## config.mk

```make
export PLATFORM = sky130hd
export DESIGN_NAME = buffer_64_to_512
export DESIGN_NICKNAME = d
export VERILOG_FILES = /design/src/rtl/buffer_pkg.sv /design/src/rtl/buffer_lane_assembler.sv /design/src/rtl/buffer_64_to_512.sv
export SDC_FILE = /design/constraint.sdc
export NUM_CORES = 2
export LEC_CHECK = 0
export CAP_MARGIN = 5
export CELL_PAD_IN_SITES_DETAIL_PLACEMENT = 0
export CELL_PAD_IN_SITES_GLOBAL_PLACEMENT = 2
export CORE_MARGIN = 10
export CORE_UTILIZATION = 30
export DETAILED_ROUTE_END_ITERATION = 12
export PLACE_DENSITY = 0.68
export SYNTH_ARGS = -nofsm -noshare
export SYNTH_HDL_FRONTEND = slang
export SYNTH_SLANG_ARGS = --single-unit
```

## constraint.sdc

```tcl
create_clock -name clk -period 2.3 [get_ports clk]
set_clock_uncertainty 0.2 [all_clocks]
set_input_delay 0.23 -clock clk [delete_from_list [all_inputs] [get_ports clk]]
set_output_delay 0.23 -clock clk [all_outputs]
set_load 0.1 [all_outputs]
```

## src/rtl/buffer_pkg.sv

```systemverilog
// Constants shared by the 64<->512 width-conversion buffers.
// Both directions take their lane geometry from this package.
package buffer_pkg;
    localparam int IN_W       = 64;
    localparam int OUT_W      = 512;
    localparam int LANES      = OUT_W / IN_W;
    localparam int LANE_IDX_W = 3;
    localparam int ASM_W      = IN_W * (LANES - 1);
endpackage

```

## src/rtl/buffer_lane_assembler.sv

```systemverilog
// Packs 64-bit words into 512-bit lines, first word in lane 0.
// The final word is never stored; it is combined directly into the committed line.
module buffer_lane_assembler
    import buffer_pkg::*;
(
    input  logic                  clk,
    input  logic                  rst,
    input  logic                  clr,
    input  logic                  accept,
    input  logic [IN_W-1:0]       data_in,
    output logic [LANE_IDX_W-1:0] lane,
    output logic [OUT_W-1:0]      line,
    output logic                  commit
);
    localparam logic [LANE_IDX_W-1:0] LAST_LANE = LANE_IDX_W'(LANES - 1);

    logic [LANE_IDX_W-1:0] lane_reg;
    logic [IN_W-1:0]       asm_word [LANES-1];
    logic [ASM_W-1:0]      asm_flat;

    always_ff @(posedge clk or negedge rst) begin
        if (!rst) begin
            lane_reg <= '0;
        end else if (clr) begin
            lane_reg <= '0;
        end else if (accept) begin
            lane_reg <= (lane_reg == LAST_LANE) ? '0 : lane_reg + 1'b1;
        end
    end

    // Each lane register loads only when the counter points at it.
    generate
        for (genvar gi = 0; gi < LANES - 1; gi++) begin : g_lane
            logic [IN_W-1:0] word_reg;
            always_ff @(posedge clk or negedge rst) begin
                if (!rst) begin
                    word_reg <= '0;
                end else if (clr) begin
                    word_reg <= '0;
                end else if (accept && lane_reg == LANE_IDX_W'(gi)) begin
                    word_reg <= data_in;
                end
            end
            assign asm_word[gi] = word_reg;
            assign asm_flat[gi*IN_W +: IN_W] = word_reg;
        end
    endgenerate

    assign lane   = lane_reg;
    assign line   = {data_in, asm_flat};
    assign commit = accept && (lane_reg == LAST_LANE);
endmodule

```

## src/rtl/buffer_64_to_512.sv

```systemverilog
// 64-to-512 width-up converter feeding a show-ahead FIFO of 512-bit lines.
// Flags and data_out depend only on registered state.
module buffer_64_to_512
    import buffer_pkg::*;
#(
    parameter int DEPTH = 4
) (
    input  logic             clk,
    input  logic             rst,
    input  logic             clr,
    input  logic [IN_W-1:0]  data_in,
    input  logic             wr_enable,
    output logic [OUT_W-1:0] data_out,
    input  logic             rd_enable,
    output logic             full,
    output logic             empty,
    output logic             full_n
);
    localparam int PTR_W = (DEPTH > 1) ? $clog2(DEPTH) : 1;
    localparam int CNT_W = $clog2(DEPTH + 1);
    localparam logic [LANE_IDX_W-1:0] LAST_LANE = LANE_IDX_W'(LANES - 1);

    logic [PTR_W-1:0]      wr_ptr_reg;
    logic [PTR_W-1:0]      rd_ptr_reg;
    logic [CNT_W-1:0]      count_reg;
    logic [OUT_W-1:0]      mem_word [DEPTH];
    logic [LANE_IDX_W-1:0] lane;
    logic [OUT_W-1:0]      line;
    logic                  commit;
    logic                  accept;
    logic                  pop;

    assign accept = wr_enable && !full;
    assign pop    = rd_enable && !empty;

    buffer_lane_assembler u_assembler (
        .clk     (clk),
        .rst     (rst),
        .clr     (clr),
        .accept  (accept),
        .data_in (data_in),
        .lane    (lane),
        .line    (line),
        .commit  (commit)
    );

    always_ff @(posedge clk or negedge rst) begin
        if (!rst) begin
            wr_ptr_reg <= '0;
            rd_ptr_reg <= '0;
            count_reg  <= '0;
        end else if (clr) begin
            wr_ptr_reg <= '0;
            rd_ptr_reg <= '0;
            count_reg  <= '0;
        end else begin
            if (commit) wr_ptr_reg <= wr_ptr_reg + 1'b1;
            if (pop)    rd_ptr_reg <= rd_ptr_reg + 1'b1;
            case ({commit, pop})
                2'b10:   count_reg <= count_reg + 1'b1;
                2'b01:   count_reg <= count_reg - 1'b1;
                default: count_reg <= count_reg;
            endcase
        end
    end

    // Line storage is cleared by reset, so it lives in registers rather than RAM.
    generate
        for (genvar gi = 0; gi < DEPTH; gi++) begin : g_entry
            logic [OUT_W-1:0] entry_reg;
            always_ff @(posedge clk or negedge rst) begin
                if (!rst) begin
                    entry_reg <= '0;
                end else if (clr) begin
                    entry_reg <= '0;
                end else if (commit && wr_ptr_reg == PTR_W'(gi)) begin
                    entry_reg <= line;
                end
            end
            assign mem_word[gi] = entry_reg;
        end
    endgenerate

    assign empty    = (count_reg == '0);
    assign full     = (count_reg == CNT_W'(DEPTH)) && (lane == LAST_LANE);
    assign full_n   = ~full;
    assign data_out = empty ? '0 : mem_word[rd_ptr_reg];
endmodule

```

==> flow_summary.ini <==
[timing]
rsz0062_at_grt = yes
setup_tns_ns = -787.47
setup_viol = 2764
final-hold-violation-count = 0
fin_crit_ns = 3.39
max_freq_mhz = 295
finalWorstSetupSlack_ns = -1.09
slew_viol_final = 0
tightest_slew_ns = 0.811
relSlewSlack_pct = 45.9
fin_crit_sh_pct = 147

[clock_network]
clockRootBuffer = clkbuf_16
clockBufferDepth = 4
cts.clk_slew.worst_paths_ns = 0.06
cts_tree = yes
cts_made_buffers = 302
cts_sinks = 2506
clk_latency_ns = 0.93
htree_levels = 5

[global_route]
grt_pass1_wl_mm = 704
antenna_found_initial = 40
grt_pass1_vias = 95600
grt-ovfl-total = 0
grt_max_degree = 99
grt.total_usage_pct = 22.8

[setup_path]
crit_path_start_kind = flop
critical-path-top-delay-family = buffers and inverters
worstPathArrival_ns = 2.96
crit_path_end_kind = output port
r2r-start = u_assembler.lane[0]
slowest_stage = mux4_2
worstPathCellList = buf_6, buf_16, mux4_2, nor2b_4, buf_12
path_max_fanout = 26
worstReg2RegEnd = g_entry[2].entry_reg[294]
rrSetupSlack_ns = -0.29
cp_data_required_time_ns = 1.87
reg2regPathDepth = 9
crit_path_max_incr_delay_ns = 0.66
crit_type = reg2out
worst-path-buf-inv = 3

[run_status]
outcome = finished, violations left
violations = setup timing

[yosys]
synth_top_area_share_pct = 53.8
synthFlopType = dfrtp_1
synth_nets = 12200
synth.avg_cell_area_sq_um = 9.59
synth-async-reset-ratio_pct = 100
ys_warn_count = 0
synth_edf_count = 0
syn_inst = 12200
ys_seq_area_share_pct = 53.8
ys_types = 39
synth-seq-cells = 2506
yosysTopAreaCell = dfrtp_1
synth.area.top_cells = dfrtp_1, nand2_1, a21oi_1
netlist_area_sq_um = 117000

[hold_path]
worst_hold_path.endpoint = u_assembler.g_lane[1].word_reg[46]
min_path_type = in2reg
hp-start = data_in[46]
hold_path_depth = 4

[layout]
final_net_count = 12900
fin_cells = 18300
area_delta_synth_final_pct = 31.1
drive_gt1_share_pct = 22.5
fin_area_sq_um = 153000
largest_reg_flops = 2048
fill_cells = 37500

[placement]
dp_hpwl_mm = 315
dp_slack_ns = -0.271
placed_area_sq_um = 142000
port_buffers = 583
place_congestion = 0.798
dp.cells = 17600

[route]
drtPass1Iterations = 6
drt_iter0_drc = 9074
totalWireLength_mm = 488
antenna_left = 0
viasPerCell = 5.12
wire_per_inst_um = 26.7
num_vias = 93500
drc = 0

[die]
io_pins = 584
die_area_sq_um = 414000
dieWidth_um = 643
dieHeight_um = 643
start_util_pct = 30.2
rows = 228
coreArea_sq_um = 386000

[pwr]
vdd_drop_max_v = 0.000541
p_leak_nw = 58.5
powerDensity_nw_per_um2 = 667
power.total_w = 0.102

[flow_run]
max_cap_viol_count = 0
==> placed cells by master (no fill, tap or decap), drive strengths merged, types with 3 or more instances in the layout <==
cell type / Yosys / routed
ha: 10 / 10
nand3: 6 / 6
a21oi: 2498 / 2498
inv: 7 / 26
clkbuf: 484 / 459
diode: 0 / 30
clkinv: 1 / 46
mux2i: 3 / 3
nand4: 6 / 6
xnor2: 4 / 4
nor2: 7 / 7
dfrtp: 2506 / 2506
clkinvlp: 0 / 6
nand2: 4993 / 4993
dlygate4sd3: 0 / 68
nor3: 3 / 3
and3: 5 / 5
and4: 6 / 6
buf: 579 / 1366
nor2b: 514 / 514
mux4: 512 / 512
bufinv: 0 / 11
==> synthesized netlist by cell type, types with 5 or more instances <==
master,number
a21oi_1,2425
a21oi_2,73
and3_1,5
and4_1,6
buf_1,47
buf_12,9
buf_2,156
buf_4,28
buf_6,333
buf_8,6
clkbuf_1,484
dfrtp_1,2506
ha_1,10
inv_1,7
mux4_2,512
nand2_1,4993
nand4_1,6
nor2_1,7
nor2b_1,514
==> worst register-to-register path, delay by kind of cell (launching register included) <==
kind	cells	cell delay (ns)
AOI/OAI and AO/OA	1	0.17
and+or+nand+nor	3	0.56
adders and majority gates	2	0.43
DFF	1	0.39
buffers and inverters	3	0.73
==> report_power, final <==
part / internal [W] / leakage, nW / switching [W]
clock: 0.0278 / 4.80 / 0.0201
sequential: 0.0443 / 35.0 / 0.000335
combinational: 0.00300 / 18.7 / 0.00640
total: 0.0752 / 58.5 / 0.0268
==> repair_timing <==
item                       in CTS  in global routing
hold endpoints to repair     4003                  0
setup endpoints to repair    2818               2971
gates resized for setup        10                 18
setup buffers                   3                 20
gates cloned                    1                 10
hold buffers                   69                  0
==> cell families (layout without fill, tap and decap cells) <==
family | Yosys count | count (layout) | synth area share, %
and+or+nand+nor | 5549 | 5549 | 19.1
xor gates and xnor gates | 4 | 4 | 0.0300
muxes | 516 | 516 | 9.93
adders and majority gates | 11 | 11 | 0.124
other | 0 | 30 | 0
DFF | 2506 | 2506 | 53.8
AOI/OAI and AO/OA | 2502 | 2502 | 11.0
buffers and inverters | 1071 | 1984 | 6.03
==> layout make-up <==
class	instances	area (sq um)	area share [%]
diodes	30	75.1	0.0491
clock buffers	450	8800	5.76
clock inverters	81	970	0.634
inverters	8	30.0	0.0196
multi-input cells	8582	50700	33.2
flip-flops and latches	2506	62700	41.0
well taps	5175	6470	4.24
repair buffers	1445	23000	15.1
==> worst max path at each step <==
stage	from	to	cells after the start	slack, ns
floorplan	rd_ptr_reg[0]	data_out[502]	5	-0.24
global placement	u_assembler.lane[0]	g_entry[2].entry_reg[282]	9	-0.27
detailed placement	wr_enable	g_entry[2].entry_reg[283]	8	-0.27
CTS	rd_ptr_reg[0]	data_out[188]	6	-1.17
global route	rd_ptr_reg[0]	data_out[229]	5	-1.17
finish	rd_ptr_reg[0]	data_out[480]	5	-1.09
==> metal layers <==
metal / vias to the layer above / global-route usage (%) / share of wire [%]
li1: 41500 / - / -
met1: 47800 / 29.2 / 40
met2: 3442 / 38.0 / 49
met3: 774 / 3.41 / 6.0
met4: 6 / 10.6 / 5.3
met5: - / 0 / 0.0080
==> metrics by stage <==
stage | hold slack (ns) | utilization, %
2_1_floorplan | -0.266 | -
3_3_place_gp | -0.0477 | 36.7
3_5_place_dp | -0.0467 | 36.7
4_1_cts | 0.0150 | 39.4
5_1_grt | 0.0921 | 39.6
6_report | 0.0870 | 39.6
Power figures use the tool's default switching activity.
